==> src/rtl/uv_dbg_cmd_if.sv <==
// Inbound/outbound byte streams and debug request/response channel of uv_dbg_cmd.
// master: the command sequencer; slave: host byte link together with the debug slave.
interface uv_dbg_cmd_if #(
   parameter int unsigned ALEN = 12,
   parameter int unsigned DLEN = 32,
   parameter int unsigned MLEN = DLEN / 8
);
   logic            rx_vld;
   logic            rx_rdy;
   logic [7:0]      rx_data;

   logic            tx_vld;
   logic            tx_rdy;
   logic [7:0]      tx_data;

   logic            dbg_req_vld;
   logic            dbg_req_rdy;
   logic            dbg_req_read;
   logic [ALEN-1:0] dbg_req_addr;
   logic [MLEN-1:0] dbg_req_mask;
   logic [DLEN-1:0] dbg_req_data;

   logic            dbg_rsp_vld;
   logic            dbg_rsp_rdy;
   logic [1:0]      dbg_rsp_excp;
   logic [DLEN-1:0] dbg_rsp_data;

   modport master (
      input  rx_vld, rx_data,
      output rx_rdy,
      output tx_vld, tx_data,
      input  tx_rdy,
      output dbg_req_vld, dbg_req_read, dbg_req_addr, dbg_req_mask, dbg_req_data,
      input  dbg_req_rdy,
      input  dbg_rsp_vld, dbg_rsp_excp, dbg_rsp_data,
      output dbg_rsp_rdy
   );

   modport slave (
      output rx_vld, rx_data,
      input  rx_rdy,
      input  tx_vld, tx_data,
      output tx_rdy,
      input  dbg_req_vld, dbg_req_read, dbg_req_addr, dbg_req_mask, dbg_req_data,
      output dbg_req_rdy,
      output dbg_rsp_vld, dbg_rsp_excp, dbg_rsp_data,
      input  dbg_rsp_rdy
   );
endinterface

==> src/rtl/uv_dbg_cmd.sv <==
// Byte-stream debug command sequencer: parses CMD/ADDR/DATA frames, issues one debug
// request, and returns a status byte (plus read data) on the outbound stream.
module uv_dbg_cmd #(
   parameter int unsigned ALEN = 12,
   parameter int unsigned DLEN = 32,
   parameter int unsigned MLEN = DLEN / 8,
   parameter int unsigned TMO  = 1024
) (
   input  logic         clk,
   input  logic         rst,
   uv_dbg_cmd_if.master bus_if,
   output logic         busy_o
);
   localparam int unsigned NBYTES = DLEN / 8;
   localparam int unsigned TW     = $clog2(TMO);
   localparam int unsigned OW     = $clog2(DLEN);

   localparam logic [7:0] STS_TMO = 8'hE0;
   localparam logic [7:0] STS_BAD = 8'hF0;

   typedef enum logic [2:0] {
      S_CMD,
      S_ADDR,
      S_DATA,
      S_REQ,
      S_RSP,
      S_TX_STS,
      S_TX_DAT
   } state_e;

   state_e          state_q;
   logic [2:0]      idx_q;
   logic [TW-1:0]   tmo_q;
   logic            read_q;
   logic [MLEN-1:0] mask_q;
   logic [ALEN-1:0] addr_q;
   logic [DLEN-1:0] data_q;
   logic [7:0]      sts_q;

   logic          rx_hs;
   logic          tx_hs;
   logic          tmo_hit;
   logic          last_data;
   logic [OW-1:0] byte_off;

   assign rx_hs     = bus_if.rx_vld & bus_if.rx_rdy;
   assign tx_hs     = bus_if.tx_vld & bus_if.tx_rdy;
   // Abort on the idle cycle that would bring the gap counter to TMO-1.
   assign tmo_hit   = (tmo_q == TW'(TMO - 2));
   assign last_data = (idx_q == 3'(NBYTES - 1));
   assign byte_off  = OW'({idx_q, 3'b000});

   // Frame parser, request/response sequencing and reply serializer.
   // The second address byte supplies bits ALEN-1:8, so ALEN must lie in 9..16.
   always_ff @(posedge clk or posedge rst) begin
      if (rst) begin
         state_q <= S_CMD;
         idx_q   <= '0;
         tmo_q   <= '0;
         read_q  <= 1'b0;
         mask_q  <= '0;
         addr_q  <= '0;
         data_q  <= '0;
         sts_q   <= '0;
      end else begin
         case (state_q)
            S_CMD: begin
               if (rx_hs) begin
                  idx_q <= '0;
                  if (bus_if.rx_data[6:4] != 3'b000) begin
                     sts_q   <= STS_BAD;
                     state_q <= S_TX_STS;
                  end else begin
                     read_q  <= bus_if.rx_data[7];
                     mask_q  <= bus_if.rx_data[MLEN-1:0];
                     tmo_q   <= '0;
                     state_q <= S_ADDR;
                  end
               end
            end

            S_ADDR: begin
               if (rx_hs) begin
                  tmo_q <= '0;
                  if (idx_q == 3'd0) addr_q[7:0] <= bus_if.rx_data;
                  else               addr_q[ALEN-1:8] <= bus_if.rx_data[ALEN-9:0];
                  if (idx_q == 3'd1) begin
                     idx_q   <= '0;
                     state_q <= read_q ? S_REQ : S_DATA;
                  end else begin
                     idx_q <= idx_q + 3'd1;
                  end
               end else if (tmo_hit) begin
                  sts_q   <= STS_TMO;
                  read_q  <= 1'b0;
                  idx_q   <= '0;
                  tmo_q   <= '0;
                  state_q <= S_TX_STS;
               end else begin
                  tmo_q <= tmo_q + TW'(1);
               end
            end

            S_DATA: begin
               if (rx_hs) begin
                  tmo_q                  <= '0;
                  data_q[byte_off +: 8]  <= bus_if.rx_data;
                  if (last_data) begin
                     idx_q   <= '0;
                     state_q <= S_REQ;
                  end else begin
                     idx_q <= idx_q + 3'd1;
                  end
               end else if (tmo_hit) begin
                  sts_q   <= STS_TMO;
                  read_q  <= 1'b0;
                  idx_q   <= '0;
                  tmo_q   <= '0;
                  state_q <= S_TX_STS;
               end else begin
                  tmo_q <= tmo_q + TW'(1);
               end
            end

            S_REQ: begin
               if (bus_if.dbg_req_rdy) begin
                  idx_q   <= '0;
                  state_q <= S_RSP;
               end
            end

            S_RSP: begin
               if (bus_if.dbg_rsp_vld) begin
                  sts_q   <= {6'b000000, bus_if.dbg_rsp_excp};
                  data_q  <= bus_if.dbg_rsp_data;
                  idx_q   <= '0;
                  state_q <= S_TX_STS;
               end
            end

            S_TX_STS: begin
               if (tx_hs) begin
                  idx_q   <= '0;
                  state_q <= (read_q && (sts_q == 8'h00)) ? S_TX_DAT : S_CMD;
               end
            end

            S_TX_DAT: begin
               if (tx_hs) begin
                  if (last_data) begin
                     idx_q   <= '0;
                     state_q <= S_CMD;
                  end else begin
                     idx_q <= idx_q + 3'd1;
                  end
               end
            end

            default: begin
               idx_q   <= '0;
               state_q <= S_CMD;
            end
         endcase
      end
   end

   // Handshake outputs decode straight from the state register.
   assign bus_if.rx_rdy = ~rst & ((state_q == S_CMD) | (state_q == S_ADDR) | (state_q == S_DATA));
   assign bus_if.tx_vld = (state_q == S_TX_STS) | (state_q == S_TX_DAT);
   assign bus_if.tx_data = (state_q == S_TX_STS) ? sts_q :
                           (state_q == S_TX_DAT) ? data_q[byte_off +: 8] : 8'h00;

   assign bus_if.dbg_req_vld  = (state_q == S_REQ);
   assign bus_if.dbg_req_read = read_q;
   assign bus_if.dbg_req_addr = addr_q;
   assign bus_if.dbg_req_mask = mask_q;
   assign bus_if.dbg_req_data = read_q ? '0 : data_q;
   assign bus_if.dbg_rsp_rdy  = (state_q == S_RSP);

   assign busy_o = (state_q != S_CMD);
endmodule

==> src/flat_wrapper.sv <==
// flat-port wrapper written by rule: the top's interface ports become plain ports
module uv_dbg_cmd_flat 
#(
   parameter int unsigned ALEN = 12,
   parameter int unsigned DLEN = 32,
   parameter int unsigned MLEN = DLEN / 8,
   parameter int unsigned TMO  = 1024
)
  (clk, rst, busy_o, bus_if_rx_vld, bus_if_rx_data, bus_if_rx_rdy, bus_if_tx_vld, bus_if_tx_data, bus_if_tx_rdy, bus_if_dbg_req_vld, bus_if_dbg_req_read, bus_if_dbg_req_addr, bus_if_dbg_req_mask, bus_if_dbg_req_data, bus_if_dbg_req_rdy, bus_if_dbg_rsp_vld, bus_if_dbg_rsp_excp, bus_if_dbg_rsp_data, bus_if_dbg_rsp_rdy);
  uv_dbg_cmd_if #(.ALEN(ALEN), .DLEN(DLEN), .MLEN(MLEN)) bus_if_i ();
  input  logic clk;
  input  logic rst;
  output logic busy_o;
  input wire logic [$bits(bus_if_i.rx_vld)-1:0] bus_if_rx_vld;
  input wire logic [$bits(bus_if_i.rx_data)-1:0] bus_if_rx_data;
  output wire logic [$bits(bus_if_i.rx_rdy)-1:0] bus_if_rx_rdy;
  output wire logic [$bits(bus_if_i.tx_vld)-1:0] bus_if_tx_vld;
  output wire logic [$bits(bus_if_i.tx_data)-1:0] bus_if_tx_data;
  input wire logic [$bits(bus_if_i.tx_rdy)-1:0] bus_if_tx_rdy;
  output wire logic [$bits(bus_if_i.dbg_req_vld)-1:0] bus_if_dbg_req_vld;
  output wire logic [$bits(bus_if_i.dbg_req_read)-1:0] bus_if_dbg_req_read;
  output wire logic [$bits(bus_if_i.dbg_req_addr)-1:0] bus_if_dbg_req_addr;
  output wire logic [$bits(bus_if_i.dbg_req_mask)-1:0] bus_if_dbg_req_mask;
  output wire logic [$bits(bus_if_i.dbg_req_data)-1:0] bus_if_dbg_req_data;
  input wire logic [$bits(bus_if_i.dbg_req_rdy)-1:0] bus_if_dbg_req_rdy;
  input wire logic [$bits(bus_if_i.dbg_rsp_vld)-1:0] bus_if_dbg_rsp_vld;
  input wire logic [$bits(bus_if_i.dbg_rsp_excp)-1:0] bus_if_dbg_rsp_excp;
  input wire logic [$bits(bus_if_i.dbg_rsp_data)-1:0] bus_if_dbg_rsp_data;
  output wire logic [$bits(bus_if_i.dbg_rsp_rdy)-1:0] bus_if_dbg_rsp_rdy;
  assign bus_if_i.rx_vld = bus_if_rx_vld;
  assign bus_if_i.rx_data = bus_if_rx_data;
  assign bus_if_rx_rdy = bus_if_i.rx_rdy;
  assign bus_if_tx_vld = bus_if_i.tx_vld;
  assign bus_if_tx_data = bus_if_i.tx_data;
  assign bus_if_i.tx_rdy = bus_if_tx_rdy;
  assign bus_if_dbg_req_vld = bus_if_i.dbg_req_vld;
  assign bus_if_dbg_req_read = bus_if_i.dbg_req_read;
  assign bus_if_dbg_req_addr = bus_if_i.dbg_req_addr;
  assign bus_if_dbg_req_mask = bus_if_i.dbg_req_mask;
  assign bus_if_dbg_req_data = bus_if_i.dbg_req_data;
  assign bus_if_i.dbg_req_rdy = bus_if_dbg_req_rdy;
  assign bus_if_i.dbg_rsp_vld = bus_if_dbg_rsp_vld;
  assign bus_if_i.dbg_rsp_excp = bus_if_dbg_rsp_excp;
  assign bus_if_i.dbg_rsp_data = bus_if_dbg_rsp_data;
  assign bus_if_dbg_rsp_rdy = bus_if_i.dbg_rsp_rdy;
  uv_dbg_cmd #(.ALEN(ALEN), .DLEN(DLEN), .MLEN(MLEN), .TMO(TMO)) u_core (.clk(clk), .rst(rst), .bus_if(bus_if_i), .busy_o(busy_o));
endmodule
==> config.mk <==
export PLATFORM = sky130hd
export DESIGN_NAME = uv_dbg_cmd_flat
export DESIGN_NICKNAME = d
export VERILOG_FILES = /design/src/rtl/uv_dbg_cmd_if.sv /design/src/rtl/uv_dbg_cmd.sv /design/src/flat_wrapper.sv
export SDC_FILE = /design/constraint.sdc
export NUM_CORES = 1
export LEC_CHECK = 0
export BUFFER_PORTS_ARGS = -buffer_cell sky130_fd_sc_hd__buf_2
export CORE_ASPECT_RATIO = 1.1
export CORE_MARGIN = 8
export CORE_UTILIZATION = 39
export CTS_BUF_LIST = sky130_fd_sc_hd__clkbuf_4 sky130_fd_sc_hd__clkbuf_8 sky130_fd_sc_hd__clkbuf_16
export DETAILED_ROUTE_END_ITERATION = 6
export PLACE_DENSITY = 0.7
export SETUP_SLACK_MARGIN = 0.02
export SLEW_MARGIN = 25
export SYNTH_ARGS = -nofsm -noshare
export SYNTH_HDL_FRONTEND = slang
export SYNTH_SLANG_ARGS = --single-unit
==> constraint.sdc <==
create_clock -name clk -period 2.1 [get_ports clk]
set_input_delay 0.105 -clock clk [delete_from_list [all_inputs] [get_ports clk]]
set_output_delay 0.105 -clock clk [all_outputs]
set_load 0.03 [all_outputs]
# Word-level counts from Yosys, hierarchy flattened
# Cells that the tools add are included.
# W data, S select, Z words.
[classes]
n_addsub = 3
multipliers = 0
n_div = 0
n_lt_le_gt_ge = 0
n_eq_ne = 22
shift = 3
mux = 49
bitwise = 9
n_reduce_logical = 19
[ops]
columns = ["operator", "n"]
rows = [
  ["$mux W32", 3],
  ["$mux W3", 23],
  ["$pmux W32 S2", 1],
  ["$mux W8", 7],
  ["$pmux W3 S7", 2],
  ["$mux W10", 4],
  ["$bwmux W32", 1],
  ["$shift A8 B7 Y32 const A", 1],
  ["$shiftx A32 B6 Y8", 1],
  ["$shiftx A8 B7 Y32", 1],
  ["$pmux W8 S3", 1],
  ["$pmux W10 S2", 1],
  ["$ne A2 B1 Y1 const B", 8],
  ["$reduce_and A3 Y1", 5],
  ["$add A10 B1 Y10 const B", 1],
  ["$eq A10 B10 Y1 const B", 1],
  ["$reduce_and A5 Y1", 2],
  ["$eq A3 B2 Y1 const B", 3],
  ["$eq A3 B3 Y1 const B", 3],
  ["$reduce_bool A3 Y1", 3],
  ["$logic_not A8 Y1", 1],
  ["$reduce_and A8 Y1", 1],
  ["$neg A5 Y7", 1],
  ["$eq A3 B1 Y1 const B", 2],
  ["13 further kinds", 28],
]
[totals]
register_bits = 73
latch_bits = 0
ramBits = 0
romBits = 0
out_inout_bits = 62
mem_count = 0

# Depth between registers and ports, before layout
# Gate-level depths: netlist of run 1.
[depth]
depth_word = 7
ltp_mapped = 8
mapped_depth_nobuf = 7

# Worst setup path after synthesis of run 1
# Ideal clock, no wire load.
[synth_path]
kind = "reg-to-reg"
startpoint = "register u_core.idx_q[0]"
endpoint = "register u_core.data_q[10]"
arrival_ps = 1992
setup_slack_ps = 25
stages_incl_launch_ff = 8
path_buffers = 1
period_less_slack_ps = 2075
cell_sequence = "dfrtp_1 -> buf_2 -> inv_1 -> ha_1 -> nand3_1 -> nor3_2 -> a22oi_1 -> o21ai_0"
[synth_between]
elab_chain_len = 5
word_cells_on_any_way = 6
classes_between = "add/sub (1); shift (2); mux (3)"
[synth_lines]
columns = ["element", "line", "source"]
rows = [
  ["start, declared", "uv_dbg_cmd.sv:32", "logic [2:0] idx_q;"],
  ["start signal, assigned", "uv_dbg_cmd.sv:91", "idx_q <= idx_q + 3'd1;"],
  ["start signal, assigned", "uv_dbg_cmd.sv:112", "idx_q <= idx_q + 3'd1;"],
  ["start signal, assigned", "uv_dbg_cmd.sv:154", "idx_q <= idx_q + 3'd1;"],
  ["$neg A5 Y7 *", "uv_dbg_cmd.sv:107", "data_q[byte_off +: 8] <= bus_if.rx_data;"],
  ["$shiftx A8 B7 Y32 / $shift A8 B7 Y32 (equally long branches)", "uv_dbg_cmd.sv:107", ""],
  ["$bwmux W32 *", "uv_dbg_cmd.sv:107", ""],
  ["$mux W32 *", "uv_dbg_cmd.sv:105", "if (rx_hs) begin"],
  ["$pmux W32 S2 *", "uv_dbg_cmd.sv:66", "case (state_q)"],
  ["end signal, assigned by index", "uv_dbg_cmd.sv:107", ""],
  ["end signal, assigned", "uv_dbg_cmd.sv:135", "data_q <= bus_if.dbg_rsp_data;"],
  ["end, declared", "uv_dbg_cmd.sv:37", "logic [DLEN-1:0] data_q;"],
]
# Mark *: on every way between the ends. The rest lies on a longest branch, timed or not. The select of a mux whose other input is x is not followed.
# A chain may end at the register's enable or synchronous reset.

# Worst setup path after layout of run 1
[layout_path]
startpoint = "register u_core.idx_q[0]"
endpoint = "output port bus_if_tx_data[4]"
[layout_between]
elab_chain_len = 3
[layout_lines]
columns = ["element", "line", "source"]
rows = [
  ["$shiftx A32 B6 Y8", "uv_dbg_cmd.sv:171", "(state_q == S_TX_DAT) ? data_q[byte_off +: 8] : 8'h00;"],
  ["$mux W8", "uv_dbg_cmd.sv:171", ""],
  ["$mux W8", "uv_dbg_cmd.sv:170", "assign bus_if.tx_data = (state_q == S_TX_STS) ? sts_q :"],
  ["end, declared", "flat_wrapper.sv:18", "output wire logic [$bits(bus_if_i.tx_data)-1:0] bus_if_tx_data;"],
]
# Every way passes these cells.

==> out/results.ini, run 1 <==
[timing]
period_share = 0.954
max_freq_mhz = 499
hold_violations = 0
layout_min_cycle_time_ns = 2.00
fin_skew_ns = 0.00578
finalSetupTns_ns = 0
slew_violations = 0
grt_setup_unrepaired = yes
finalSetupViolations = 0
maxSlewHeadroom = 0.577
worst_slack_ns = 0.0958
tightest_slew_ns = 0.630

[pwr]
pwr-share-seq = 0.287
leakagePower_uw = 0.00244
p_sw_uw = 3200
pwr_density_cell_mw_per_mm2 = 1370
clkPwrFrac = 0.191
fin_total_pwr_uw = 7180
switching_share = 0.446
internal_power_uw = 3980
ir_drop_uv = 747
p_comb_frac = 0.522

[synth]
synth_async_sr_flop_share = 1.00
synth_cell_types = 62
netlist_instances = 418
synth_xor_area_frac = 0.00211
yosysWarnings = 0
synth_top_family_by_area = compound AO/OA/AOI/OAI gates
syn_nets = 476
synth_area_sq_mm = 0.00414
synthMuxAreaShare = 0.100
yosys.area_share.simple = 0.203
synth_edf_count = 0
synth-compound-area-share = 0.204
ys_seq_area_frac = 0.417
synthAdderAreaFrac = 0.0302
ys_ff_latch = 69
synth_area_per_cell_sq_um = 9.91
synth-main-ff-cell = dfrtp_1

[grt]
grt_pass1_wl_mm = 20.4
grt_pass1_vias = 3756
antenna_found_initial = 0
grt_max_degree = 60
groute.usage.overall = 0.188
gr-total-overflow = 0

[floorplanning]
rows = 39
io_pins = 110
core-area_sq_mm = 0.0104
die_w_um = 114
die_height_um = 124
start_util = 0.399
dieArea_sq_mm = 0.0142

[finish]
diodes = 0
fill_cells = 960
nets = 601
area_growth_pct = 26.6
drive_gt1_frac = 0.359

[worst_setup_path]
critPathRequiredTime_ns = 2.00
reg2reg_to = u_core.data_q[28]
r2r_start = u_core.idx_q[0]
ff2ff_setup_slack_ns = 0.14
cp-end-kind = output port
rr_worst_depth = 5
critical_path_class = reg2out
start_kind = flop
path_max_fanout = 16
cp.arrival_ns = 1.90

[cts]
cts.clk_slew.worst_paths_ns = 0.05
cts_root_buf = clkbuf_16
cts_buffers = 9
clock_latency_ns = 0.33
cts_sinks = 69
cts_buffer_depth = 2
tritoncts = done
h-tree-depth = 3

[min_path]
hp-start = bus_if_dbg_rsp_excp[0]
hold_path.class = in2reg
holdPathEnd = u_core.sts_q[0]
holdPathStages = 3

[detailed_routing]
antenna_left = 0
drtIter0Drc = 419
dr.pass1.iters = 6
wirelength_mm = 13.1
drc = 0
routedWlPerCell_um = 19.1
num_vias = 3860
viasPerCell = 5.60

[status]
outcome = finished, final reports clean

[place]
pre_cts_slack_ns = 0.201
gp_congestion = 0.889
numPortBuffers = 109
dp_hpwl_mm = 9.97

[flow_run]
maxCapViolCount = 0

-- what timing repair did --
| action | in CTS | in global routing |
|---|---|---|
| endpoints found under the setup margin | 0 | 12 |
| gates resized for setup | 0 | 9 |
| endpoints found under the hold margin | 10 | 0 |
| setup buffers | 0 | 2 |
| hold buffers | 1 | 0 |
-- layer usage --
metal | track usage | share of wire
met5 | 0 | 0
met1 | 0.254 | 0.44
met4 | 0.0949 | 0.024
met3 | 0.0422 | 0.074
met2 | 0.278 | 0.46
-- worst max-delay path, cell delays in order, from the launching register on --
cell     delay (ns)
dfrtp_1        0.36
buf_6          0.22
mux4_2         0.55
a22oi_1        0.18
nor2b_1        0.07
buf_2          0.18
-- how the worst max path moves through the flow --
stage / slack (ns) / end / start
finish: 0.1 / bus_if_tx_data[4] / u_core.idx_q[0]
global route: 0.005 / bus_if_tx_data[4] / u_core.idx_q[0]
CTS: 0.03 / bus_if_tx_data[4] / u_core.idx_q[0]
detailed placement: 0.20 / u_core.idx_q[2] / u_core.tmo_q[0]
global placement: 0.18 / u_core.state_q[0] / u_core.state_q[2]
floorplan: 0.03 / u_core.data_q[10] / u_core.idx_q[0]
-- cell type report --
type                    count  area, sq um  share of cell area
multi-input cells         313         2250               0.428
inverters                  12         45.0             0.00859
clock inverters             2         12.5             0.00239
repair buffers            138          787               0.150
clock buffers              12          248              0.0472
flip-flops and latches     69         1730               0.329
well taps                 143          179              0.0341
-- flip-flops by register name, summed over array words and instances (netlist names) --
register and cells:
u_core.bus_if.dbg_req_read 1, u_core.idx_q 3, u_core.data_q 32, u_core.tmo_q 10
u_core.state_q 3, u_core.bus_if.dbg_req_mask 4, u_core.sts_q 4, u_core.bus_if.dbg_req_addr 12
-- power groups by stage --
stage                     Sequential [uW]  Combinational, uW  Clock, uW
after floorplan                      2280               2370          0
after global placement               2050               3660          0
after detailed placement             2060               3710          0
after CTS                            2050               3720       1400
after global routing                 2110               4040       1460
final                                2060               3750       1380
-- placed cells by master, fill, tap and decap left out, types with 2 or more instances in the layout --
cell / instances
nor2b_1: 38
dfrtp_1: 69
nand2_1: 53
o22ai_1: 2
nor4_1: 2
mux4_2: 8
a21boi_1: 2
a32o_1: 2
nand2b_1: 8
buf_4: 28
mux2i_1: 4
nor3_2: 2
nor3_1: 3
buf_2: 107
nand4_1: 2
a22oi_1: 35
inv_1: 11
nor2_1: 8
a21boi_0: 2
o21ai_1: 8
clkbuf_4: 3
o31ai_1: 3
clkbuf_16: 9
mux2_2: 16
o21ai_0: 39
nand3_1: 10
ha_1: 10
a31oi_1: 5
o21ai_2: 2
or3_1: 3
and3_1: 2
a21oi_1: 11
a21o_1: 2
-- Yosys cell counts (8+ instances only) --
master	count	area, sq um
dfrtp_1	69	1730
nand2_1	53	199
o21ai_0	39	195
nor2b_1	38	238
a22oi_1	35	263
mux2_2	16	180
inv_1	12	45.0
a21oi_1	11	55.1
buf_2	10	50.1
ha_1	10	125
nand3_1	10	50.1
o21ai_1	9	45.0
mux4_2	8	180
nand2b_1	8	50.1
nor2_1	8	30.0
-- stage by stage --
step	area (sq um)	instances	hold slack, ns	utilization
2_1_floorplan	4140	418	0.239	-
3_3_place_gp	4940	672	0.103	0.475
3_5_place_dp	4940	672	0.112	0.475
4_1_cts	5210	687	0.0122	0.501
5_1_grt	5240	689	0.0483	0.505
6_report	5240	689	0.0208	0.505
-- cells by family (layout without fill, tap and decap cells) --
logic type | after synthesis | count (layout)
muxes | 29 | 29
xor gates and xnor gates | 1 | 1
DFF | 69 | 69
buffers and inverters | 36 | 164
AOI/OAI and AO/OA | 126 | 126
and+or+nand+nor | 147 | 147
adders and majority gates | 10 | 10
(Power assumes the default switching activity.)
==> run 2, diff against run 1 <==
Settings changed: BUFFER_PORTS_ARGS -buffer_cell sky130_fd_sc_hd__buf_2 to default, DONT_BUFFER_PORTS from default to 1, PLACE_DENSITY 0.7 to 0.61.
==> run 2 against run 1 <==
The run now ends with negative hold slack left. Sequential share of layout area up 0.27 points. Clock skew shrank 0.0013 ns. Sequential power is 17% higher. Global-route usage about the same. Utilization shrank 0.41 points. Die area unchanged. Critical path depth up 1. Count of clock-buffer cells in the layout decreased by 1. Non-clock buffer count is 58 lower. Highest routed layer is now met5.
==> out/results.ini, run 2 (synthesized netlist as in run 1, its figures left out) <==
[floorplanning]
die_w_um = 114  ; unchanged
rows = 39  ; unchanged
dieArea_sq_mm = 0.0142  ; unchanged
io_pins = 110  ; unchanged
die_height_um = 124  ; unchanged
core-area_sq_mm = 0.0104  ; unchanged
start_util = 0.399  ; unchanged

[timing]
maxSlewHeadroom = 0.572  ; was 0.577
fin_skew_ns = 0.00443  ; was 0.00578 ns
period_share = 0.952  ; was 0.954
hold_violations = 1  ; was 0
finalSetupViolations = 0  ; unchanged
grt_setup_unrepaired = yes  ; unchanged
finalSetupTns_ns = 0  ; unchanged
whs_ns = -0.00312  ; was 0.0208 ns
max_freq_mhz = 500  ; was 499 MHz
layout_min_cycle_time_ns = 2.00  ; about the same
slew_violations = 0  ; unchanged
tightest_slew_ns = 0.626  ; was 0.630 ns

[pwr]
pwr_density_cell_mw_per_mm2 = 1390  ; was 1370 mW/mm^2
ir_drop_uv = 608  ; was 747 uV
leakagePower_uw = 0.00220  ; was 0.00244 uW
fin_total_pwr_uw = 7230  ; was 7180 uW

[finish]
final_cell_mix = 69 x dfrtp_1, 53 x nand2_1, 49 x buf_4, 39 x o21ai_0, 38 x nor2b_1  ; was 107 x buf_2, 69 x dfrtp_1, 53 x nand2_1, 39 x o21ai_0, 38 x nor2b_1
largest_reg_flops = 32  ; unchanged
layout_commonest_cell = dfrtp_1  ; was buf_2
drive_gt1_frac = 0.224  ; was 0.359
nets = 543  ; was 601
fill_cells = 947  ; was 960
regMostFlops = u_core.data_q  ; unchanged
diodes = 0  ; unchanged
area_growth_pct = 25.6  ; was 26.6%

[detailed_routing]
drtIter0Drc = 290  ; was 419
dr.pass1.iters = 5  ; was 6
antenna_left = 0  ; unchanged
wirelength_mm = 13.1  ; about the same
viasPerCell = 5.64  ; was 5.60
num_vias = 3556  ; was 3860
drc = 0  ; unchanged
routedWlPerCell_um = 20.8  ; was 19.1 um

[grt]
antenna_found_initial = 1  ; was 0
grt_pass1_vias = 3560  ; was 3756
gr-total-overflow = 0  ; unchanged
groute.usage.overall = 0.188  ; about the same
grt_max_degree = 33  ; was 60
grt_pass1_wl_mm = 20.2  ; was 20.4 mm

[cts]
cts.clk_slew.worst_paths_ns = 0.05  ; about the same
cts_buffers = 9  ; unchanged
h-tree-depth = 3  ; unchanged
cts_buffer_depth = 2  ; unchanged
cts_root_buf = clkbuf_16  ; unchanged
cts_sinks = 69  ; unchanged
clock_latency_ns = 0.33  ; about the same
tritoncts = done  ; unchanged

[place]
dp_hpwl_mm = 9.86  ; was 9.97 mm
numPortBuffers = 0  ; was 109
gp_congestion = 0.920  ; was 0.889

[status]
outcome = finished with violations  ; was finished, final reports clean
violations = negative hold slack

[worst_setup_path]
cp.arrival_ns = 1.89  ; was 1.90 ns
crit_chain = buf_4, nor2b_1, buf_4, nand2_1, a21boi_0, buf_4  ; was buf_6, mux4_2, a22oi_1, nor2b_1, buf_2
path_max_fanout = 9  ; was 16
critical_path_class = reg2out  ; unchanged
cp_common_cell = buf_4
max_stage_delay_ns = 0.46  ; was 0.55 ns
cp_slowest_cell = dfrtp_1  ; was mux4_2
cp-end-kind = output port  ; unchanged
critPathRequiredTime_ns = 2.00  ; about the same
rr_worst_depth = 5  ; unchanged
start_kind = flop  ; unchanged

[min_path]
holdPathStages = 2  ; was 3
hold_path.class = in2reg  ; unchanged

[flow_run]
maxCapViolCount = 0  ; unchanged

## run 2: area by class of cell
cell class	instances	area, sq um	share of cell area
Multi-Input combinational cell	313	2250	0.432
Clock inverter	2	60.1	0.0115
Sequential cell	69	1730	0.332
Clock buffer	11	246	0.0474
Inverter	12	45.0	0.00866
Tap cell	143	179	0.0344
Timing Repair Buffer	80	698	0.134
## run 2: per-layer routing
metal | vias to the layer above | part of all wire | global-route usage
met4 | 2 | 0.023 | 0.0808
li1 | 1668 | - | -
met3 | 20 | 0.080 | 0.0500
met5 | - | 0.00061 | 0
met1 | 1714 | 0.41 | 0.234
met2 | 152 | 0.49 | 0.304
## run 2: worst paths after layout
check	startpoint	to	slack, ns
max	u_core.state_q[1]	bus_if_tx_data[5]	0.10
min	bus_if_dbg_rsp_data[26]	u_core.data_q[26]	-0.003
max reg2reg	u_core.idx_q[0]	u_core.data_q[7]	0.18
min reg2reg	u_core.tmo_q[9]	u_core.tmo_q[9]	0.50
max in group asynchronous	rst	u_core.bus_if.dbg_req_read	1.22
min in group asynchronous	rst	u_core.bus_if.dbg_req_mask[1]	0.24
## run 2: timing repair
action | CTS | global route
resized for setup | 1 | 6
buffers inserted | 0 | 0
hold buffers | 29 | 0
hold endpoints to repair | 60 | 0
endpoints found under the setup margin | 2 | 10
## run 2: critical path, delay by kind of cell, from the launching register on
family,cells,cell delay [ns]
AOI/OAI and AO/OA,1,0.19
buffers and inverters,3,0.60
DFF,1,0.46
and+or+nand+nor,2,0.31
## run 2: metrics by stage
step	setup WS, ns	instances	util	cell area (sq um)
after floorplan	0.0253	418	-	4140
after global placement	0.112	588	0.441	4580
after detailed placement	0.0101	588	0.441	4580
after CTS	0.0346	630	0.499	5180
after global routing	0.00322	630	0.500	5200
final	0.101	630	0.500	5200
## run 2: power by group
part           switching, uW  total [uW]  internal [uW]
Sequential               685        2410           1720
Clock                    540        1600           1060
Combinational           1890        3220           1340
Total                   3110        7230           4120
==> run 3, diff against run 2 <==
Settings changed: CTS_BUF_LIST sky130_fd_sc_hd__clkbuf_4 sky130_fd_sc_hd__clkbuf_8 sky130_fd_sc_hd__clkbuf_16 to sky130_fd_sc_hd__clkbuf_4 sky130_fd_sc_hd__clkbuf_8.
==> run 3 against run 2 <==
The run now ends clean. Power shrank 4.1%. Sequential power is essentially flat. Cell area grew 1.2%. Die area is the same. Via count grew 1.8%. Clock power shrank 26%.
==> out/results.ini, run 3 (synthesized netlist as in run 1, its figures left out) <==
[pwr]
pwr_density_cell_mw_per_mm2 = 1320  ; was 1390 mW/mm^2
ir_drop_uv = 614  ; was 608 uV
leakagePower_uw = 0.00223  ; was 0.00220 uW

[place]
gp_congestion = 0.920  ; unchanged
pre_cts_slack_ns = 0.0101  ; unchanged
numPortBuffers = 0  ; unchanged
dp_hpwl_mm = 9.86  ; unchanged
dp.cells = 588  ; unchanged

[cts]
tritoncts = done  ; unchanged
clock_latency_ns = 0.35  ; was 0.33 ns
cts_buffer_depth = 2  ; unchanged
cts.clk_slew.worst_paths_ns = 0.07  ; was 0.05 ns
cts_sinks = 69  ; unchanged
h-tree-depth = 3  ; unchanged
cts_root_buf = clkbuf_8  ; was clkbuf_16
cts_buffers = 9  ; unchanged

[worst_setup_path]
crit_chain = buf_12, mux4_2, a22oi_1, nor2b_1, buf_4  ; was buf_4, nor2b_1, buf_4, nand2_1, a21boi_0, buf_4
cp_slowest_cell = mux4_2  ; was dfrtp_1
start_kind = flop  ; unchanged
cp.arrival_ns = 1.87  ; was 1.89 ns
critPathRequiredTime_ns = 2.00  ; about the same
cp-end-kind = output port  ; unchanged
crit_family = multiplexers  ; was buffers and inverters
worst-path-buf-inv = 2  ; was 3
critical_path_class = reg2out  ; unchanged
max_stage_delay_ns = 0.52  ; was 0.46 ns
path_max_fanout = 13  ; was 9

[finish]
final_cell_mix = 67 x dfrtp_1, 55 x buf_4, 53 x nand2_1, 39 x o21ai_0, 39 x dlygate4sd3_1  ; was 69 x dfrtp_1, 53 x nand2_1, 49 x buf_4, 39 x o21ai_0, 38 x nor2b_1
area_growth_pct = 27.0  ; was 25.6%
drive_gt1_frac = 0.236  ; was 0.224
layout_commonest_cell = dfrtp_1  ; unchanged
diodes = 0  ; unchanged
largest_reg_flops = 32  ; unchanged
multiInputGateArea_sq_mm = 0.00225  ; about the same
fill_cells = 946  ; was 947
final_cells = 647  ; was 630
regMostFlops = u_core.data_q  ; unchanged
seq_area_sq_mm = 0.00173  ; about the same
nets = 560  ; was 543

[floorplanning]
rows = 39  ; unchanged
io_pins = 110  ; unchanged
core-area_sq_mm = 0.0104  ; unchanged
start_util = 0.399  ; unchanged
die_height_um = 124  ; unchanged
dieArea_sq_mm = 0.0142  ; unchanged
die_w_um = 114  ; unchanged

[grt]
gr-total-overflow = 0  ; unchanged
grt_pass1_vias = 3556  ; was 3560
grt_pass1_wl_mm = 20.0  ; was 20.2 mm
groute.usage.overall = 0.186  ; was 0.188
antenna_found_initial = 0  ; was 1
grt_max_degree = 33  ; unchanged

[timing]
hold_violations = 0  ; was 1
finalSetupViolations = 0  ; unchanged
tightest_slew_ns = 0.638  ; was 0.626 ns
max_freq_mhz = 505  ; was 500 MHz
fin_skew_ns = 0.00919  ; was 0.00443 ns
period_share = 0.943  ; was 0.952
worst_slack_ns = 0.120  ; was 0.101 ns
layout_min_cycle_time_ns = 1.98  ; was 2.00 ns
maxSlewHeadroom = 0.564  ; was 0.572
finalSetupTns_ns = 0  ; unchanged
slew_violations = 0  ; unchanged

[detailed_routing]
dr.pass1.iters = 5  ; unchanged
antenna_left = 0  ; unchanged
routedWlPerCell_um = 20.2  ; was 20.8 um
num_vias = 3621  ; was 3556
drc = 0  ; unchanged
viasPerCell = 5.60  ; was 5.64
wirelength_mm = 13.1  ; about the same
drtIter0Drc = 225  ; was 290

[status]
outcome = finished, final reports clean  ; was finished with violations

[min_path]
hold_path.class = in2reg  ; unchanged

[flow_run]
maxCapViolCount = 0  ; unchanged

-- run 3: routing by layer --
metal | global-route usage | up-vias | share of wire
met3 | 0.0529 | 16 | 0.078
met2 | 0.297 | 153 | 0.48
met5 | 0 | - | 0
met1 | 0.237 | 1752 | 0.42
met4 | 0.0674 | 0 | 0.020
li1 | - | 1700 | -
-- run 3: final timing paths --
path | startpoint | endpoint | slack (ns) | cells past startpoint
max in group asynchronous | rst | u_core.sts_q[1] | 1.24 | 3
max reg2reg | u_core.state_q[2] | u_core.state_q[2] | 0.17 | 5
max | u_core.idx_q[0] | bus_if_tx_data[0] | 0.12 | 5
min | bus_if_rx_data[4] | u_core.data_q[28] | 0.006 | 2
min in group asynchronous | rst | u_core.tmo_q[9] | 0.22 | 2
min reg2reg | u_core.tmo_q[9] | u_core.tmo_q[9] | 0.50 | 1
-- run 3: where the power goes --
part           internal (uW)  leakage (uW)  switching, uW
Clock                    696      0.000105            491
Sequential              1720      0.000911            684
Combinational           1430       0.00121           1920
Total                   3840       0.00223           3100
-- run 3: final cells by class --
| type | count | share of cell area |
|---|---|---|
| Inverter | 12 | 0.00856 |
| Multi-Input combinational cell | 313 | 0.427 |
| Clock buffer | 11 | 0.0276 |
| Timing Repair Buffer | 97 | 0.162 |
| Sequential cell | 69 | 0.329 |
| Clock inverter | 2 | 0.0114 |
| Tap cell | 143 | 0.0340 |
-- run 3: repair_timing --
action,CTS,global route
setup buffers,0,6
cloned,0,1
gates resized for setup,2,7
hold buffers,39,0
endpoints found under the hold margin,94,0
endpoints found under the setup margin,3,9
-- run 3: through the flow --
step	power (uW)	utilization	hold slack (ns)	cell area, sq um
2_1_floorplan	4660	-	0.239	4140
3_3_place_gp	5470	0.441	0.00768	4580
3_5_place_dp	5540	0.441	0.0113	4580
4_1_cts	6820	0.499	0.00220	5180
5_1_grt	7330	0.506	0.0146	5260
6_report	6940	0.506	0.00613	5260
